File: src/rtl/mul_rr_sched.sv
// Round-robin scheduler that shares one registered unsigned multiplier among NREQ
// requesters, returning each product tagged with the owning requester's index.
module mul_rr_sched #(
  parameter int NREQ   = 4,
  parameter int LENin1 = 8,
  parameter int LENin2 = 8,
  parameter int LENres = 2 * ((LENin1 > LENin2) ? LENin1 : LENin2),
  parameter int IDW    = $clog2(NREQ)
) (
  input  logic                     clk,
  input  logic                     nrst,
  input  logic [NREQ-1:0]          req_valid,
  input  logic [NREQ*LENin1-1:0]   req_a,
  input  logic [NREQ*LENin2-1:0]   req_b,
  output logic [NREQ-1:0]          req_ready,
  output logic                     res_valid,
  output logic [LENres-1:0]        res_data,
  output logic [IDW-1:0]           res_id,
  input  logic                     res_ready
);

  localparam int PW = (LENres > LENin1 + LENin2) ? LENres : (LENin1 + LENin2);

  typedef enum logic [1:0] {S_IDLE, S_MUL, S_OUT} state_t;

  state_t            r_state;
  state_t            w_next;
  logic [IDW-1:0]    r_rr_ptr;
  logic [IDW-1:0]    r_id;
  logic [IDW-1:0]    r_res_id;
  logic [LENin1-1:0] r_a;
  logic [LENin2-1:0] r_b;
  logic [LENres-1:0] r_res;
  logic [IDW-1:0]    w_gnt_id;
  logic              w_gnt_found;
  logic [PW-1:0]     w_prod;
  int                w_idx;

  // Search starts at the round-robin pointer and wraps; the first active requester wins.
  always_comb begin
    w_gnt_found = 1'b0;
    w_gnt_id    = '0;
    w_idx       = 0;
    for (int k = 0; k < NREQ; k++) begin
      w_idx = int'(r_rr_ptr) + k;
      if (w_idx >= NREQ) w_idx = w_idx - NREQ;
      if (!w_gnt_found && req_valid[w_idx]) begin
        w_gnt_found = 1'b1;
        w_gnt_id    = IDW'(w_idx);
      end
    end
  end

  always_comb begin
    w_next    = r_state;
    req_ready = '0;
    case (r_state)
      S_IDLE: begin
        if (w_gnt_found) begin
          w_next = S_MUL;
          if (nrst) req_ready = NREQ'(1) << w_gnt_id;
        end
      end
      S_MUL:   w_next = S_OUT;
      S_OUT:   if (res_ready) w_next = S_IDLE;
      default: w_next = S_IDLE;
    endcase
  end

  assign w_prod = PW'(r_a) * PW'(r_b);

  always_ff @(posedge clk or negedge nrst) begin
    if (!nrst) begin
      r_state  <= S_IDLE;
      r_rr_ptr <= '0;
      r_id     <= '0;
      r_res_id <= '0;
      r_a      <= '0;
      r_b      <= '0;
      r_res    <= '0;
    end else begin
      r_state <= w_next;
      if (r_state == S_IDLE && w_gnt_found) begin
        r_a      <= req_a[int'(w_gnt_id) * LENin1 +: LENin1];
        r_b      <= req_b[int'(w_gnt_id) * LENin2 +: LENin2];
        r_id     <= w_gnt_id;
        r_rr_ptr <= (w_gnt_id == IDW'(NREQ - 1)) ? '0 : w_gnt_id + IDW'(1);
      end
      // Result and tag only change while the result port is idle, so they never glitch in OUT.
      if (r_state == S_MUL) begin
        r_res    <= w_prod[LENres-1:0];
        r_res_id <= r_id;
      end
    end
  end

  assign res_valid = (r_state == S_OUT);
  assign res_data  = r_res;
  assign res_id    = r_res_id;

endmodule

File: config.mk
export PLATFORM = sky130hd
export DESIGN_NAME = mul_rr_sched
export DESIGN_NICKNAME = d
export VERILOG_FILES = /design/src/rtl/mul_rr_sched.sv
export SDC_FILE = /design/constraint.sdc
export NUM_CORES = 1
export LEC_CHECK = 0
export CORE_ASPECT_RATIO = 1.5
export CORE_MARGIN = 2
export CORE_UTILIZATION = 47
export CTS_BUF_LIST = sky130_fd_sc_hd__clkbuf_16
export CTS_CLUSTER_SIZE = 40
export DETAILED_ROUTE_END_ITERATION = 8
export PLACE_DENSITY = 0.82
export SYNTH_ARGS = -nofsm -noshare
export SYNTH_HDL_FRONTEND = slang
export SYNTH_SLANG_ARGS = --single-unit
File: constraint.sdc
create_clock -name clk -period 4 [get_ports clk]
set_input_delay 1.2 -clock clk [delete_from_list [all_inputs] [get_ports clk]]
set_output_delay 1.2 -clock clk [all_outputs]
set_load 0.01 [all_outputs]
Yosys cells after proc, flatten, opt, wreduce, memory -nomap -nowiden
Index checks and enable logic that the tools add are counted.

Output and inout port bits: 23. Word-level logic and storage cells: 72. Flip-flop bits (word level): 40. Input bits: 71.

Equal/unequal tests: 5. $add $sub $neg: 8. Multiply operators: 1. Mux-type cells: 31. $lt $le $gt $ge: 8. Reduce and logical (&&, ||, !) cells: 9. Shift-type cells: 3.

Operator list (count): < comparator 32 x 4 -> 1 bit, second input constant (4); two-way mux 32 bit (4); variable part select 32 x 6 -> 8 bit (2); multiplier 8 x 8 -> 16 bit (1); two-way mux 2 bit (7); two-way mux 1 bit (12); two-way mux 4 bit (3); subtractor 3 x 3 -> 4 bit, second input constant (3); greater-or-equal comparator 3 bit, second input constant (3); binary-select mux 1 bit (select 2 bit) (4); adder 2 x 2 -> 3 bit, second input constant (2); case mux 2 bit (3 select lines) (1); equality test 2 bit, second input constant (2); logical AND 1 bit (4); << shifter 1 x 2 -> 4 bit, first input constant (1); subtractor 2 x 3 -> 4 bit, second input constant (1); adder 2 x 1 -> 3 bit, second input constant (1); greater-or-equal comparator 2 x 3 -> 1 bit, second input constant (1); zero test 1 bit (3); adder 2 x 1 -> 2 bit, second input constant (1); equality test 2 x 1 -> 1 bit, second input constant (1); zero test 2 bit (1); inequality test 2 x 1 -> 1 bit, second input constant (1); inequality test 2 bit, second input constant (1); AND reduction 2 bit (1).

Logic depth before layout (Yosys ltp)
Gate-level depths: netlist (run 1).

Depth in word-level cells: 19. Gate-level depth with buffers: 16.

Least setup slack after synthesis (run 1)
No wires, ideal clock.

Path kind: reg2reg. Start point: register r_b[7]. End point: register r_res[15], in the netlist res_data[15]. Period minus slack after synthesis: 4.253 ns. Setup time: 0.082 ns. Cell stages (with the launch flop): 16. Required time: 3.918 ns. Arrival: 4.172 ns. Path slack: -0.253 ns. Path through: dfrtp_1 clkbuf_1 nand2_1 fa_1 fa_1 inv_1 fa_1 inv_1 fa_1 inv_1 ha_1 a21o_1 a21oi_1 a21oi_1 or3_1 a31oi_1.

Longest elaborated chain between the ends: 1.

Ends and longest elaborated chain: start: declaration (line 32) `logic [LENin2-1:0] r_b;`; start signal: assignment (line 85) `r_b <= req_b[int'(w_gnt_id) * LENin2 +: LENin2];`; multiplier 8 x 8 -> 16 bit (line 70) `assign w_prod = PW'(r_a) * PW'(r_b);`; end signal: assignment (line 91) `r_res <= w_prod[LENres-1:0];`; end: declaration (line 33) `logic [LENres-1:0] r_res;`.

Every way passes these cells. A chain may end at the register's enable or synchronous reset.

Worst setup path after layout (run 1)
Start point: register r_b[3]. End point: register r_res[14], in the netlist res_data[14].

The elaborated chain is that of the path after synthesis.

==> results of run 1 <==
==> cell type report <==
cell class / count / area, um2 / area share, %
clock buffers: 5 / 125.1 / 2.010
clock inverters: 3 / 17.52 / 0.2814
inverters: 56 / 217.7 / 3.497
multi-input cells: 365 / 3198 / 51.38
flip-flops and latches: 40 / 1011 / 16.24
well taps: 110 / 137.6 / 2.211
repair buffers: 171 / 1518 / 24.38
==> layer usage <==
metal	part of all wire, %	wire [um]	GRT usage [%]
met5	0	0	0
met4	3.6	414	9.792
met3	3.4	397	3.199
met2	57	6657	48.99
met1	36	4159	26.33
==> registers in the layout, indices dropped and copies added, names as in the netlist <==
register	cells
r_state	2
r_b	8
r_a	8
res_id	2
r_id	2
res_data	16
r_rr_ptr	2
==> synth_stat cells, drive strengths merged, types with 3 or more instances <==
cell type	number
nor2	7
a211oi	3
dfrtp	40
nand2b	4
or3	3
a21oi	13
buf	13
o21ai	32
nand2	72
clkbuf	6
a21o	17
mux2i	19
inv	56
fa	36
and2	48
o221ai	16
and3	5
o31ai	3
o21a	3
ha	40
xor2	3
xnor2	4
nand3	17
==> cell families after synthesis <==
| logic type | count (synthesis) | synth area share, % |
|---|---|---|
| flops | 40 | 23.13 |
| mux | 19 | 4.394 |
| compound gates | 99 | 15.90 |
| simple gates | 164 | 19.11 |
| fa+ha+maj | 76 | 28.22 |
| xor+xnor | 7 | 1.417 |
| buf+inv | 75 | 7.834 |
==> worst paths after layout <==
path	startpoint	end	cells past startpoint
min in group asynchronous	nrst	res_data[2]	2
worst max register to register	r_b[3]	res_data[14]	13
worst max-delay path	r_b[3]	res_data[14]	13
worst min register to register	res_data[6]	res_data[6]	2
worst min-delay path	res_data[6]	res_data[6]	2
max in group asynchronous	nrst	r_b[6]	2
==> timing repair <==
| action | CTS | global route |
|---|---|---|
| resized for setup | 62 | 20 |
| pin swaps | 35 | 15 |
| hold buffers | 0 | 0 |
| buffers inserted | 22 | 1 |
| endpoints found under the setup margin | 10 | 13 |
| cloned | 0 | 0 |
==> critical path: cells and delay by family, from the launching register on <==
| kind | cells | cell delay, ns |
|---|---|---|
| AOI/OAI and AO/OA | 3 | 0.75 |
| adders and majority gates | 5 | 2.22 |
| buffers and inverters | 3 | 0.21 |
| DFF | 1 | 0.46 |
| and+or+nand+nor | 2 | 0.34 |
==> metrics by stage <==
| stage | util, % | cells |
|---|---|---|
| finish | 70.09 | 750 |
| global route | 70.09 | 750 |
| CTS | 69.23 | 749 |
| detailed placement | 64.38 | 719 |
| global placement | 64.38 | 719 |
| floorplan | - | 480 |
==> out/metrics.csv, run 1 <==
metric,value,unit
finalNetCount,786,
layout_min_cycle_time,4.126,ns
die_h,121.5,um
synthArstFlopShare,100.0,%
post-dp-hpwl,9.026,mm
startpoint_type,register,
fin_tns_setup,-0.3571,ns
worstSetupPathType,reg2reg,
syn-cell-area,4328,um2
via_count,4027,
vias_per_cell,5.369,
syn_avg_cell_area,9.016,um2
synth_ff_type,dfrtp_1,
first_pass_iters,4,
clk_pin_slew_worst_paths,0.06,ns
wl,11.63,mm
netlist.area_leader.share,23.13,%
drtIter0Drc,156,
place_ws,-0.4157,ns
max_freq,242.4,MHz
crit_top_cell,fa_1,
ant_nets,0,
yosysSeqAreaShare,23.13,%
final_area,6225,um2
cts_max_path_buffers,2,
path_max_fanout,7,
die-area,10010,um2
worstMarginPinSlew,0.9527,ns
setup_slack,-0.1255,ns
max-slew-margin-rel,36.48,%
grt_max_degree,41,
initial_core_util,48.73,%
cts_sinks,40,
fp.dieW,82.35,um
synth_top_area_cell,dfrtp_1,
yosysWarnings,0,
critPathArrivalTime,4.26,ns
whs,0.4720,ns
port_buffers,93,
crit_path_end_kind,register,
synth_nets,627,
antenna_cells,0,
wire_per_inst,15.51,um
failed_checks,setup timing,
slew_violations,0,
antenna_found_initial,0,
dpl_cell_area,5718,um2
coreArea,8881,um2
grtUsageTotal,25.30,%
drc,0,
synthToLayoutAreaGrowth,43.83,%
synth_edf_count,0,
worst_clock_skew,0.004475,ns
ys_types,48,
overflow,0,
crit_chain,buf_6 -> and2_4 -> fa_1 -> inv_2 -> fa_1 -> fa_1 -> inv_2 -> fa_1 -> ha_4 -> a2111o_1 -> o211ai_1 -> and3_1 -> o31ai_2,
rrSetupSlack,-0.13,ns
io-pin-count,94,
ys_seq_elements,40,
setup_viol,5,
worstPathRequired,4.13,ns
crit_path_top_delay_cell,fa_1,
post-route-period-util,103.1,%
hold_viol_final,0,
nFillCells,647,
critical-path-max-stage-delay,0.52,ns
drive_gt1_share,23.28,%
synthCells,480,
status,"finished, violations left",
grt_pass1_wl,19.66,mm
max_cap_violations,0,
gp_congestion,0.9434,
num_rows,42,
cts_max_level,2,
cts-root-buf,clkbuf_16,
cts_buffers,5,
hold_path.class,reg2reg,
final_common_cell,clkdlybuf4s50_1,
rsz0062_at_grt,true,
layout_common_cells,"clkdlybuf4s50_1, buf_4, nand2_1, inv_1, and2_1",
synth_area_leaders,"dfrtp_1, fa_1, ha_1",
insertion_delay,0.29,ns
grt_pass1_vias,4344,
cts_tree,done,
Power of run 1 is left out: the tool's default activity adds up to more than one toggle a clock period on the data nets, which glitch-free logic cannot reach.
==> run 2: changes to the inputs <==
TNS_END_PERCENT = 20   (was default)
==> run 2 against run 1 <==
  * Setup slack improved by 0.043 ns
  * Maximum frequency up 1.0%
  * Critical path depth unchanged
  * Register-to-register slack gained 0.04 ns
  * Non-clock buffer count down 12
  * Routed wire length is 1.9% lower
  * Hold slack lost 0.00056 ns
  * Global-route usage shrank 0.77 points
  * Final area decreased by 2.4%
  * Clock skew shrank 0.0012 ns
  * Die area unchanged
  * The run still ends with setup timing left
  * Via count shrank 0.30%
==> out/metrics.csv, run 2 (synthesis results as in run 1) <==
metric,value,unit
ctsHoldBuffers,0,
num_rows,42,
cp.buffers_inverters,3,
antenna_found_initial,0,
layout_min_cycle_time,4.083,ns
cts_max_path_buffers,2,
drtIter0Drc,153,
vias_per_cell,5.440,
worstSetupPathType,reg2reg,
post-route-period-util,102.1,%
finalNetCount,774,
failed_checks,setup timing,
crit_top_cell,fa_1,
cp_top_family,adder cells,
hold_viol_final,0,
die-area,10010,um2
insertion_delay,0.29,ns
max_freq,244.9,MHz
port_buffers,93,
final_area,6076,um2
startpoint_type,register,
grt_max_degree,41,
status,"finished, violations left",
hold_path.class,reg2reg,
worstMarginPinSlew,0.9537,ns
layout_common_cells,"clkdlybuf4s50_1, nand2_1, buf_4, inv_1, and2_1",
rr_worst_depth,13,
drc,0,
cts_sinks,40,
cts_max_level,2,
whs_path_depth,2,
wire_per_inst,15.46,um
largest_reg_flops,16,
drive_gt1_share,19.75,%
final_common_cell,clkdlybuf4s50_1,
clk_pin_slew_worst_paths,0.06,ns
wl,11.41,mm
antenna_cells,0,
gp_congestion,0.9434,
setup_viol,6,
crit_path_top_delay_cell,fa_2,
cts-root-buf,clkbuf_16,
overflow,0,
grt_pass1_vias,4271,
cts_tree,done,
worstPathRequired,4.13,ns
ant_nets,0,
synthToLayoutAreaGrowth,40.39,%
crit_chain,buf_6 -> and2_4 -> fa_1 -> fa_1 -> fa_1 -> inv_2 -> fa_2 -> inv_2 -> ha_4 -> a2111o_1 -> o211ai_1 -> and3_1 -> o31ai_2,
slew_violations,0,
coreArea,8881,um2
whs,0.4714,ns
die_h,121.5,um
crit_path_end_kind,register,
cp.depth,13,
rsz0062_at_grt,true,
fp.dieW,82.35,um
grtUsageTotal,24.53,%
grt_pass1_wl,19.16,mm
worst_clock_skew,0.003318,ns
path_max_fanout,3,
via_count,4015,
critical-path-max-stage-delay,0.56,ns
first_pass_iters,4,
setup_slack,-0.08274,ns
post-dp-hpwl,9.026,mm
critPathArrivalTime,4.22,ns
cts_buffers,5,
max_cap_violations,0,
io-pin-count,94,
max-slew-margin-rel,36.42,%
initial_core_util,48.73,%
dpl_cell_area,5718,um2
==> run 2: cell count changes in the layout (fill, tap and decap cells not counted), moves of 2 or more <==
| cell | delta |
|---|---|
| fa_2 | -2 |
| nand2_2 | -2 |
| buf_4 | -8 |
| fa_1 | +2 |
| dlygate4sd2_1 | +2 |
| buf_6 | -4 |
| nand2_1 | +2 |
| o21ai_1 | +2 |
| ha_2 | -2 |
| o21ai_2 | -3 |
==> run 2: repair_timing <==
action                                  in CTS  in global routing
endpoints found under the setup margin      10                 13
buffers inserted                             3                  8
pin swaps                                    2                 23
resized for setup                           26                 33
==> run 2: routing by layer <==
metal	vias to the layer above	GRT usage [%]	share of wire [%]
li1	1914	-	-
met1	1938	25.35	36
met2	131	47.58	57
met3	32	3.571	3.8
met4	0	9.063	3.0
met5	-	0	0
==> run 2: worst paths after layout <==
path / start / end / slack [ns]
setup reg to reg: r_a[5] / res_data[14] / -0.08
max in group asynchronous: nrst / r_b[6] / 2.60
min in group asynchronous: nrst / res_data[2] / 1.04
hold reg to reg: res_data[6] / res_data[6] / 0.47
hold / removal: res_data[6] / res_data[6] / 0.47
setup / recovery: r_a[5] / res_data[14] / -0.08
==> run 2: metrics by stage <==
step                       TNS [ns]  instances  util (%)  setup WS (ns)
after floorplan           -0.006987        480         -      -0.006987
after global placement       -1.565        719     64.38        -0.3184
after detailed placement     -2.417        719     64.38        -0.4157
after CTS                   -0.8432        730     66.68        -0.1808
after global routing         -1.372        738     68.41        -0.2282
final                       -0.3346        738     68.41       -0.08274
==> run 2: cell type report <==
class                   count  area, um2
clock buffers               5      125.1
clock inverters             3      17.52
fillers                   676       2805
inverters                  56      217.7
multi-input cells         365       3143
flip-flops and latches     40       1012
well taps                 110      137.6
repair buffers            159       1423
==> run 2: worst register-to-register path: cells and delay by family (launching register included) <==
family	cells	cell delay, ns
compound gates	3	0.72
fa+ha+maj	5	2.22
buf+inv	3	0.22
flops	1	0.42
simple gates	2	0.35
Power of run 2 is left out for the same reason.
